--- src/rtl/if_stage.sv ---
// Instruction-fetch stage: sequential PC generation, one-outstanding icache reads,
// a small tagged instruction FIFO toward decode, and redirect/flush handling.

package if_stage_pkg;
  localparam int unsigned XLEN = 32;

  typedef struct packed {
    logic [31:0] instr;
    logic        fault;
  } icache_out_t;

  typedef struct packed {
    icache_out_t        data;
    logic [XLEN-1:0]    pc;
  } fetch_entry_t;
endpackage

module if_stage
  import if_stage_pkg::*;
#(
  parameter int unsigned     DEPTH   = 4,
  parameter logic [XLEN-1:0] BOOT_PC = '0
) (
  input  logic              clk_i,
  input  logic              rst_i,
  input  logic              redirect_i,
  input  logic [XLEN-1:0]   redirect_pc_i,
  output logic [XLEN-1:0]   fetch_pc_o,
  output logic              read_req_o,
  input  icache_out_t       cache_out_i,
  input  logic              read_done_i,
  output logic              flush_o,
  output icache_out_t       dec_instr_o,
  output logic [XLEN-1:0]   dec_pc_o,
  output logic              dec_valid_o,
  input  logic              dec_ready_i
);

  localparam int unsigned PTR_W = $clog2(DEPTH);
  localparam int unsigned CNT_W = PTR_W + 1;

  typedef enum logic [1:0] {
    S_START = 2'd0,
    S_IDLE  = 2'd1,
    S_WAIT  = 2'd2
  } state_t;

  state_t             state;
  state_t             state_nxt;
  logic [XLEN-1:0]    pc;
  logic [PTR_W-1:0]   wr_ptr;
  logic [PTR_W-1:0]   rd_ptr;
  logic [CNT_W-1:0]   count;
  fetch_entry_t       mem [DEPTH];
  fetch_entry_t       head;
  logic               full;
  logic               push;
  logic               pop;
  logic               unused_pc_lsb;

  assign unused_pc_lsb = ^redirect_pc_i[1:0];

  assign full        = (count == CNT_W'(DEPTH));
  assign head        = mem[rd_ptr];
  assign fetch_pc_o  = pc;
  assign flush_o     = redirect_i;
  assign dec_valid_o = (count != '0);
  assign dec_instr_o = head.data;
  assign dec_pc_o    = head.pc;
  // Redirect discards the head, so a coincident pop is not honoured.
  assign pop         = dec_valid_o && dec_ready_i && !redirect_i;

  // State register
  always_ff @(posedge clk_i or posedge rst_i) begin
    if (rst_i) begin
      state <= S_START;
    end else begin
      state <= state_nxt;
    end
  end

  // Next-state logic; redirect overrides everything and abandons any request
  always_comb begin
    state_nxt = state;
    unique case (state)
      S_START: state_nxt = S_IDLE;
      S_IDLE:  if (read_req_o) state_nxt = S_WAIT;
      S_WAIT:  if (read_done_i) state_nxt = S_IDLE;
      default: state_nxt = S_IDLE;
    endcase
    if (redirect_i) begin
      state_nxt = S_IDLE;
    end
  end

  // Output logic: issue only with FIFO room, accept data only while waiting
  always_comb begin
    read_req_o = 1'b0;
    push       = 1'b0;
    unique case (state)
      S_IDLE:  read_req_o = !full && !redirect_i;
      S_WAIT:  push       = read_done_i && !redirect_i;
      default: ;
    endcase
  end

  // PC and instruction FIFO
  always_ff @(posedge clk_i or posedge rst_i) begin
    if (rst_i) begin
      pc     <= BOOT_PC;
      wr_ptr <= '0;
      rd_ptr <= '0;
      count  <= '0;
      for (int unsigned i = 0; i < DEPTH; i++) begin
        mem[i] <= '0;
      end
    end else if (redirect_i) begin
      pc     <= {redirect_pc_i[XLEN-1:2], 2'b00};
      wr_ptr <= '0;
      rd_ptr <= '0;
      count  <= '0;
    end else begin
      if (push) begin
        mem[wr_ptr] <= '{data: cache_out_i, pc: pc};
        wr_ptr      <= wr_ptr + PTR_W'(1);
        pc          <= pc + XLEN'(4);
      end
      if (pop) begin
        rd_ptr <= rd_ptr + PTR_W'(1);
      end
      if (push && !pop) begin
        count <= count + CNT_W'(1);
      end else if (!push && pop) begin
        count <= count - CNT_W'(1);
      end
    end
  end

  // Issue gating should make this impossible; catch it if it ever happens.
  a_no_push_full: assert property (@(posedge clk_i) disable iff (rst_i) !(push && full && !pop));

endmodule

--- config.mk ---
export PLATFORM = sky130hd
export DESIGN_NAME = if_stage
export DESIGN_NICKNAME = d
export VERILOG_FILES = /design/src/rtl/if_stage.sv
export SDC_FILE = /design/constraint.sdc
export NUM_CORES = 1
export LEC_CHECK = 0
export BUFFER_PORTS_ARGS = -buffer_cell sky130_fd_sc_hd__buf_2
export CAP_MARGIN = 20
export CORE_MARGIN = 2
export CORE_UTILIZATION = 55
export CTS_BUF_LIST = sky130_fd_sc_hd__clkbuf_8
export DETAILED_ROUTE_END_ITERATION = 12
export GPL_ROUTABILITY_DRIVEN = 1
export GPL_TIMING_DRIVEN = 0
export PLACE_DENSITY = 0.87
export SETUP_SLACK_MARGIN = 0.05
export SYNTH_ARGS = -nofsm -noshare
export SYNTH_HDL_FRONTEND = slang
export SYNTH_SLANG_ARGS = --single-unit
--- constraint.sdc ---
create_clock -name clk_i -period 11 [get_ports clk_i]
set_input_delay 1.65 -clock clk_i [delete_from_list [all_inputs] [get_ports clk_i]]
set_output_delay 1.65 -clock clk_i [all_outputs]
set_load 0.1 [all_outputs]
Word-level counts from Yosys, hierarchy flattened
Index checks and enable logic that the tools add are counted.
{"block": "word_totals", "register_bits": 301, "inputBits": 70, "output_inout_bits": 100}
{"block": "op_classes", "muxes": 21, "magnitude_cmp": 3, "reduce_logical": 17, "n_eq_ne": 5, "bitwise_logic": 3, "add_sub_neg": 5}
{"operator": "$bwmux W260", "n": 1}
{"operator": "$mux W65", "n": 3}
{"operator": "$bmux W65 S2", "n": 1}
{"operator": "$demux W65 S2", "n": 1}
{"operator": "$mux W32", "n": 2}
{"operator": "$add A32 B3 Y32 const B", "n": 1}
{"operator": "$mux W2", "n": 7}
{"operator": "$mux W3", "n": 3}
{"operator": "$logic_and A1 B1 Y1", "n": 7}
{"operator": "$ge A3 B3 Y1 const B", "n": 2}
{"operator": "$ne A3 B3 Y1 const B", "n": 2}
{"operator": "$not A2 Y3", "n": 2}
{"operator": "$reduce_bool A3 Y1", "n": 2}
{"operator": "$add A2 B1 Y2 const B", "n": 2}
{"operator": "$logic_not A1 Y1", "n": 4}
{"operator": "$pmux W2 S2", "n": 1}
{"operator": "$reduce_and A2 Y1", "n": 2}
{"operator": "$reduce_bool A2 Y1", "n": 2}
{"operator": "$add A3 B1 Y3 const B", "n": 1}
{"operator": "$eq A3 B3 Y1 const B", "n": 1}
{"operator": "$lt A3 B1 Y1 const B", "n": 1}
{"operator": "$sub A3 B1 Y3 const B", "n": 1}
{"operator": "$eq A2 B1 Y1 const B", "n": 1}
{"operator": "$eq A2 B2 Y1 const B", "n": 1}
{"operator": "other kinds (2)", "n": 3}

Logic depth before layout (Yosys ltp)
Gate-level depths: netlist of the first run.
{"block": "logic_depth", "depth_word": 8, "depth_mapped": 8}

Worst setup path after synthesis of the first run
Ideal clock, no wire load.
{"block": "synth_path", "kind": "input to output", "start": "in redirect_i", "end": "out read_req_o", "cell_stages": 3, "path_slack_ns": 6.047, "n_path_buf": 2, "t_arrival_ns": 3.303, "cell_sequence": "clkbuf_1 clkbuf_1 nor2_1"}
{"block": "synth_via", "elab_chain_cells": 3}
{"element": "start, declared", "line": "26", "text": "input logic redirect_i,"}
{"element": "$logic_not A1 Y1", "line": "101", "text": "S_IDLE: read_req_o = !full && !redirect_i;"}
{"element": "$logic_and A1 B1 Y1", "line": "101"}
{"element": "$mux W1", "line": "100", "text": "unique case (state)"}
{"element": "end, declared", "line": "29", "text": "output logic read_req_o,"}
No other way between the ends.

Worst setup path after layout of the first run
Same ends and word-level chain as after synthesis.

==> flow_summary.toml, run 1 <==
[yosys]
synthesis.yosys.warnings = 0
seq_area_frac_synth_pct = 55.5
synth_seq_cells = 291
synth_cell_type_count = 42
post_synth_instance_area_sq_mm = 0.0131
netlist_instances = 889
synthesis.area_per_instance_sq_um = 14.8

[clock_tree]
clock-root-buffer = "clkbuf_8"
cts.hold.buffers_added = 0
clkSlewWorstSetupHoldPaths_ns = 0.05
cts-buffers-inserted = 48
h-tree-depth = 2
clock_latency_ns = 0.56
ctsResizeCount = 0
tritoncts = "yes"
cts_setup_buffers = 0
clock_sink_count = 291
clock_tree.buffer_depth = 3

[drt]
remaining_drc_errors = 0
routed-via-count = 8412
firstDrtPassIters = 6
wl_um = 29700
detail-route-antenna-nets = 0
first_iter_violations = 510
avgViaCountPerCell = 5.76
routedWlPerCell_um = 20.3

[worst_setup_path]
r2r-start = "fetch_pc_o[3]"
cp_num_buf_inv = 4
worst-path-max-fanout = 10
worst_setup_path_end_kind = "output port"
timing_worst_setup_path_type = "in -> out"
path_cells = "buf_2, clkbuf_1, clkbuf_1, nor2_1, buf_2"
critPathTopFamily = "buffers and inverters"
critPathLaunchType = "input port"
worst_ep_required_time_ns = 9.35
timing.critical_path.slowest_cell_delay_ns = 0.43
timing.reg2reg.worst_path_depth = 6
critical_path.slowest_cell = "clkbuf_1"
regToRegEndpoint = "fetch_pc_o[30]"
r2r_setup_slack_ns = 8.50
worst-endpoint-arrival_ns = 3.09

[hold_path]
timing.hold.worst.class = "reg -> reg"
worstHoldEndpoint = "mem[58]"
hold_startpoint = "mem[58]"
hold_depth = 1

[global_route]
gr-total-overflow = 0
grt_antenna_before_repair = 1
grt_start_max_net_pins = 121
gr-usage-all-layers_pct = 24.1
first_pass_grt_wire_length_um = 46700
vias_in_the_first_global_route = 8782

[place]
pre_cts_ws_ns = 6.28
dp.cells = 1376
placement.io_buffers = 163
dp_hpwl_um = 20300
finalWeightedCongestion = 0.786

[floorplan]
initial_utilization_pct = 55.9
die-height_um = 158
floorplan.core_area_sq_mm = 0.0235
rows = 56
overall_die_width_um = 158
floorplan.die_area_sq_mm = 0.0251
pin_count = 170

[layout]
post-route-util_pct = 65.4
final_nets = 1183
filler_cell_count = 1659
post_route_cells_drive_above_1_share_pct = 50.0
areaGrowthSynthToFinish_pct = 17.0
layout.cells.non_filler = 1461

[power_and_ir_drop]
vdd_drop_max_mv = 0.215
p_leak_nw = 7.52
power_density_cells_mw_per_mm2 = 258
finalPower_mw = 3.96

[sta]
timing_hold_violations_final = 0
final_min_period_over_clock_period_pct = 43.1
finalSetupTns_ns = 0
worst_pin_slew_ns = 0.958
setup_viol = 0
fin_worst_skew_ns = 0.0198
finalMaxSlewViolations = 0
worst_slew_margin_rel_pct = 36.1
layout_setup_ws_ns = 6.26
rsz_0062_raised_after_global_routing = "no"
fin_crit_ns = 4.74
maxClockFrequency_mhz = 211

[run_status]
outcome = "complete, no violations"

[run]
max_cap_violations = 0
-- Yosys cell counts --
cell type / count / area share, %
mux2_2: 252 / 22
o31ai_1: 13 / 0.74
nor4_1: 4 / 0.19
and3b_1: 1 / 0.067
xnor2_1: 12 / 0.80
a31oi_1: 16 / 0.76
mux2i_1: 1 / 0.076
xor2_1: 4 / 0.27
conb_1: 1 / 0.029
o311ai_0: 1 / 0.067
dfrtp_1: 291 / 56
ha_1: 5 / 0.48
nand4_4: 1 / 0.16
clkbuf_1: 48 / 1.4
and4_1: 3 / 0.20
nor2_1: 23 / 0.66
fa_1: 1 / 0.15
o31a_1: 1 / 0.067
o21ai_0: 17 / 0.65
nor3_1: 7 / 0.27
inv_1: 12 / 0.34
mux4_2: 63 / 11
nand3_1: 11 / 0.42
or3_1: 6 / 0.29
nand4_1: 8 / 0.38
o211ai_1: 1 / 0.057
buf_2: 15 / 0.57
nand2_1: 32 / 0.92
a311o_1: 1 / 0.076
nor3b_1: 1 / 0.057
nand3b_1: 1 / 0.057
buf_1: 4 / 0.11
or2_2: 1 / 0.048
buf_6: 1 / 0.086
or4_1: 15 / 0.86
and2_1: 1 / 0.048
nand4b_1: 1 / 0.067
a211oi_1: 1 / 0.057
a21oi_1: 2 / 0.076
buf_4: 5 / 0.29
and3_1: 3 / 0.14
clkbuf_2: 2 / 0.076
-- state kept, by name, indices dropped and copies added (netlist names) --
name,count
count,3
fetch_pc_o,30
mem,252
rd_ptr,2
state,2
wr_ptr,2
-- routing by layer --
metal / vias up / part of all wire [%] / track usage (%)
met5: - / 0 / 0
met4: 0 / 2.0 / 7.76
met3: 49 / 5.8 / 5.01
met2: 256 / 49 / 39.2
met1: 4374 / 43 / 33.1
li1: 3733 / - / -
-- power breakdown --
group	switching (mW)	internal, mW
Sequential	0.0906	1.22
Combinational	1.33	0.401
Clock	0.421	0.498
Total	1.84	2.12
-- worst register-to-register path, stage by stage (launching register included) --
cell and delay [ns]:
dfrtp_1 0.52, ha_1 0.25, nand3_1 0.21, or4_1 0.59
clkbuf_1 0.22, or4_1 0.44, a31oi_1 0.18
-- layout by cell type, fill, tap and decap left out, types with 8 or more instances in the layout --
cell / n
nand4_1: 8
mux2_2: 252
clkbuf_1: 48
o21ai_0: 17
mux4_2: 63
buf_2: 178
clkbuf_8: 58
nand2_1: 32
nand3_1: 11
xnor2_1: 12
nor2_1: 23
dfrtp_1: 291
a31oi_1: 16
or4_1: 15
o31ai_1: 13
inv_1: 30
-- worst max path at each step --
stage / endpoint / from / cells past startpoint
final: read_req_o / redirect_i / 5
after global routing: read_req_o / redirect_i / 5
after floorplan: count[0] / rst_i / 1
after CTS: read_req_o / redirect_i / 5
after detailed placement: read_req_o / redirect_i / 5
after global placement: mem[141] / rst_i / 2
-- cell families (layout without fill, tap and decap cells) --
| logic type | Yosys count | count (layout) | synth area share, % |
|---|---|---|---|
| multiplexers | 316 | 316 | 32.5 |
| buffers and inverters | 87 | 336 | 2.85 |
| adder cells (fa/ha/maj) | 6 | 6 | 0.630 |
| flip-flops | 291 | 291 | 55.5 |
| AND/OR/NAND/NOR | 119 | 119 | 4.83 |
| XOR/XNOR | 16 | 16 | 1.07 |
| other | 1 | 5 | 0.0286 |
| AO/OA/AOI/OAI | 53 | 53 | 2.56 |
-- cell type report --
type,count,area [sq um],share of cell area [%]
inverter,12,52.6,0.342
tap,319,399,2.60
sequential,291,7280,47.5
clock inverter,26,136,0.889
antenna,1,2.50,0.0163
clock buffer,58,798,5.20
timing repair buffer,165,871,5.68
multi-input combinational,514,5470,35.7
buffer,75,329,2.14
-- through the flow --
stage          hold WS [ns]  cell area, sq um
2_1_floorplan         0.474             13100
3_3_place_gp          0.481             14300
3_5_place_dp          0.488             14400
4_1_cts               0.501             15300
5_1_grt               0.507             15300
6_report              0.499             15300
No activity file was read; power rests on OpenSTA's default activity.
==> run 2, diff against run 1 <==
- CORE_UTILIZATION: 55 -> 54
- PLACE_DENSITY: 0.87 -> 0.89
- clock period: 11 -> 4.05 ns (I/O delays scaled with it)
==> run 2 against run 1 <==
Effect of this change:
- combinational power grew to 2.7 times the previous value
- power grew to 2.7 times the previous value
- non-clock buffer count is 6 higher
- register-to-register slack worse by 7.1 ns
- via count is 2.1% higher
- cell count is 0.75% higher
- final area is 0.77% higher
==> flow_summary.toml, run 2 (same netlist as run 1, synthesis figures left out) <==
[drt]
first_iter_violations = 536
firstDrtPassIters = 6
remaining_drc_errors = 0
routedWlPerCell_um = 20.7
wl_um = 30400
routed-via-count = 8587
detail-route-antenna-nets = 0
avgViaCountPerCell = 5.83

[clock_tree]
clock-root-buffer = "clkbuf_8"
cts.hold.buffers_added = 0
clock_latency_ns = 0.54
h-tree-depth = 2
clock_tree.buffer_depth = 3
cts-buffers-inserted = 48
ctsResizeCount = 0
tritoncts = "yes"
clock_sink_count = 291
clkSlewWorstSetupHoldPaths_ns = 0.06
cts_setup_buffers = 0

[sta]
fin_worst_skew_ns = 0.0176
timing_hold_violations_final = 0
rsz_0062_raised_after_global_routing = "no"
setup_viol = 0
finalSetupTns_ns = 0
maxClockFrequency_mhz = 282
worst_slew_margin_rel_pct = 45.1
final_min_period_over_clock_period_pct = 87.4
finalMaxSlewViolations = 0
worst_pin_slew_ns = 0.823
fin_crit_ns = 3.54

[hold_path]
timing.hold.worst.class = "in -> async"

[worst_setup_path]
startpoint = "rd_ptr[0]"
timing.reg2reg.worst_path_depth = 6
worst-path-max-fanout = 10
r2r_setup_slack_ns = 1.42
worstSetupEndpoint = "dec_instr_o[0]"
timing_worst_setup_path_type = "reg -> out"
r2r-start = "fetch_pc_o[3]"
critPathLaunchType = "flop"
worst_ep_required_time_ns = 3.44
worst-endpoint-arrival_ns = 2.93
worst_setup_path_end_kind = "output port"
regToRegEndpoint = "fetch_pc_o[28]"

[layout]
final_nets = 1189
most-common-layout-cells = "dfrtp_1 (291), mux2_2 (252), buf_2 (178)"
post-route-util_pct = 64.1
largest_reg_flops = 252
final_common_cell = "dfrtp_1"
post_route_cells_drive_above_1_share_pct = 50.3
layout.cells.non_filler = 1472
areaGrowthSynthToFinish_pct = 17.9
filler_cell_count = 1809
regMostFlops = "mem"

[floorplan]
initial_utilization_pct = 54.4
die-height_um = 160
overall_die_width_um = 160
floorplan.core_area_sq_mm = 0.0241
pin_count = 170
rows = 57
floorplan.die_area_sq_mm = 0.0256

[power_and_ir_drop]
power_density_cells_mw_per_mm2 = 700
finalPower_mw = 10.8
vdd_drop_max_mv = 0.504
p_leak_nw = 7.57

[run_status]
outcome = "complete, no violations"

[place]
finalWeightedCongestion = 0.842
dp.cells = 1386
dp_hpwl_um = 20800
placement.io_buffers = 163

[global_route]
gr-total-overflow = 0
grt_antenna_before_repair = 2
grt_start_max_net_pins = 45
gr-usage-all-layers_pct = 24.4
vias_in_the_first_global_route = 9128
first_pass_grt_wire_length_um = 49300

[run]
max_cap_violations = 0
[run 2: cell types whose count changed in the layout (fill, tap and decap cells not counted), sizes merged]
cell / previous run / this run
diode: 1 / 2
inv: 31 / 30
clkbuf: 108 / 111
buf: 190 / 196
clkinv: 4 / 2
clkinvlp: 2 / 1
[run 2: per-layer routing]
metal	share of wire [%]	vias up	track usage (%)	wire, um
met1	42	4461	33.3	12800
met3	5.7	89	4.62	1740
li1	-	3735	-	-
met5	0	-	0	0
met2	49	302	38.9	14800
met4	3.5	0	10.7	1080
[run 2: layout make-up]
cell class	count	area [sq um]	share of cell area, %
Timing Repair Buffer	171	967	6.26
Clock inverter	22	111	0.720
Antenna cell	2	5.00	0.0324
Inverter	12	48.8	0.316
Sequential cell	291	7280	47.1
Multi-Input combinational cell	514	5470	35.4
Clock buffer	61	840	5.43
Buffer	75	329	2.13
Tap cell	324	405	2.62
[run 2: how the worst min path moves through the flow]
stage / cells after the start / to / start
floorplan: 1 / mem[129] / mem[129]
global placement: 1 / mem[77] / mem[77]
detailed placement: 1 / mem[86] / mem[86]
CTS: 2 / mem[179] / rst_i
global route: 2 / mem[179] / rst_i
finish: 2 / mem[179] / rst_i
[run 2: per-stage QoR]
| step | hold WS (ns) | setup WS, ns | cell area [sq um] |
|---|---|---|---|
| detailed placement | 0.487 | 1.02 | 14500 |
| finish | 0.154 | 0.510 | 15500 |
| CTS | 0.126 | 0.417 | 15400 |
| global route | 0.180 | 0.335 | 15500 |
| floorplan | 0.474 | -0.419 | 13100 |
| global placement | 0.481 | -1.91 | 14400 |
[run 2: where the power goes]
| group | switching [mW] | internal [mW] | total (mW) |
|---|---|---|---|
| combinational | 3.63 | 1.10 | 4.74 |
| clock | 1.12 | 1.40 | 2.53 |
| sequential | 0.245 | 3.32 | 3.57 |
| total | 5.00 | 5.83 | 10.8 |
[run 2: critical path: stages, from the launching register on]
cell      delay, ns
dfrtp_1        0.34
clkbuf_1       0.63
buf_2          0.48
mux4_2         0.60
buf_2          0.32
==> run 3, diff against run 2 <==
- CELL_PAD_IN_SITES_DETAIL_PLACEMENT: not set -> 0
- CELL_PAD_IN_SITES_GLOBAL_PLACEMENT: not set -> 2
- CORE_MARGIN: 2 -> not set
- CORE_UTILIZATION: 54 -> 38
- PLACE_DENSITY: 0.89 -> 0.88
==> run 3 against run 2 <==
Effect of this change:
- clock skew rose by 0.016 ns
- final area rose by 1.7%
- critical path type unchanged
- routed wire length rose by 2.8%
- register-to-register slack improved by 0.02 ns
- non-clock buffer count fell by 1
- first-iteration DRC count fell by 30%
- die area rose by 38%
- largest cell class unchanged
- power rose by 2.1%
- cell count rose by 8.9%
==> flow_summary.toml, run 3 (same netlist as run 1, synthesis figures left out) <==
[sta]
fin_worst_skew_ns = 0.0338
worst_pin_slew_ns = 0.902
maxClockFrequency_mhz = 277
rsz_0062_raised_after_global_routing = "no"
final_min_period_over_clock_period_pct = 89.0
setup_viol = 0
finalMaxSlewViolations = 0
worst_slew_margin_rel_pct = 39.8
timing.hold.ws_ns = 0.160
fin_crit_ns = 3.60
timing_hold_violations_final = 0

[worst_setup_path]
worst-path-max-fanout = 10
critical_path.slowest_cell = "clkbuf_1"
critPathLaunchType = "flop"
critPathTopFamily = "buffers and inverters"
timing_worst_setup_path_type = "reg -> out"
path_cells = "clkbuf_1, buf_2, mux4_2, buf_2"
worst_setup_path_end_kind = "output port"
worst_ep_required_time_ns = 3.44
r2r-start = "fetch_pc_o[3]"
startpoint = "rd_ptr[0]"
timing.critical_path.slowest_cell_delay_ns = 0.64
worst-endpoint-arrival_ns = 3.00
cp_num_buf_inv = 3
critical_path.most_common_cell = "buf_2"

[layout]
largest_reg_flops = 252
postLayoutCellArea_sq_mm = 0.0157
post-route-util_pct = 46.6
regMostFlops = "mem"
most-common-layout-cells = "dfrtp_1 (291), mux2_2 (252), buf_2 (178)"
areaGrowthSynthToFinish_pct = 19.9
post_route_cells_drive_above_1_share_pct = 51.3
final_nets = 1191
final_common_cell = "dfrtp_1"

[clock_tree]
cts-buffers-inserted = 51
clock_sink_count = 291
ctsResizeCount = 0
cts_setup_buffers = 0
tritoncts = "yes"
clock-root-buffer = "clkbuf_8"
clock_tree.buffer_depth = 3
cts.hold.buffers_added = 0
h-tree-depth = 2
clock_latency_ns = 0.57
clkSlewWorstSetupHoldPaths_ns = 0.06

[drt]
routed-via-count = 8371
detail-route-antenna-nets = 0
first_iter_violations = 374
routedWlPerCell_um = 19.5
avgViaCountPerCell = 5.22
firstDrtPassIters = 4
remaining_drc_errors = 0
wl_um = 31300

[floorplan]
overall_die_width_um = 188
floorplan.die_area_sq_mm = 0.0353
floorplan.core_area_sq_mm = 0.0338
initial_utilization_pct = 38.8
pin_count = 170
rows = 67
die-height_um = 188

[global_route]
vias_in_the_first_global_route = 8841
gr-total-overflow = 0
gr-usage-all-layers_pct = 18.2
grt_antenna_before_repair = 0
grt_start_max_net_pins = 44
first_pass_grt_wire_length_um = 50300

[power_and_ir_drop]
power_density_cells_mw_per_mm2 = 703
vdd_drop_max_mv = 0.639
finalPower_mw = 11.1
p_leak_nw = 7.61

[place]
placement.io_buffers = 163
finalWeightedCongestion = 0.735
dpl-instance-area_sq_mm = 0.0146
dp_hpwl_um = 21500

[run_status]
outcome = "complete, no violations"

[run]
max_cap_violations = 0

[hold_path]
timing.hold.worst.class = "in -> async"
[run 3: layout make-up]
class | instances | area (sq um)
Antenna cell | 1 | 2.50
Buffer | 75 | 329
Clock buffer | 68 | 936
Clock inverter | 24 | 140
Fill cell | 3040 | 18100
Inverter | 12 | 48.8
Multi-Input combinational cell | 514 | 5470
Sequential cell | 291 | 7280
Tap cell | 448 | 561
Timing Repair Buffer | 170 | 956
[run 3: final timing paths]
check	endpoint	slack, ns	cells past startpoint
worst max-delay path	dec_pc_o[16]	0.45	4
max in group asynchronous	mem[55]	2.74	5
worst min register to register	mem[124]	0.50	1
worst max register to register	fetch_pc_o[30]	1.44	6
min in group clk_i	fetch_pc_o[5]	0.23	3
worst min-delay path	mem[218]	0.16	2
[run 3: layer usage]
metal	GRT usage (%)	up-vias	share of wire [%]
li1	-	3754	-
met3	3.46	37	3.9
met4	4.50	0	1.6
met5	0	-	0
met2	28.3	186	47
met1	26.1	4394	47
[run 3: through the flow]
stage | setup WS, ns | setup TNS (ns) | instances
CTS | 0.271 | 0 | 1602
floorplan | -0.419 | -121.83 | 892
finish | 0.446 | 0 | 1603
global placement | -2.09 | -603.04 | 1503
detailed placement | 0.901 | 0 | 1510
global route | 0.222 | 0 | 1602
[run 3: power breakdown]
group / switching [mW] / internal [mW]
sequential: 0.238 / 3.32
combinational: 3.62 / 1.10
clock: 1.21 / 1.57
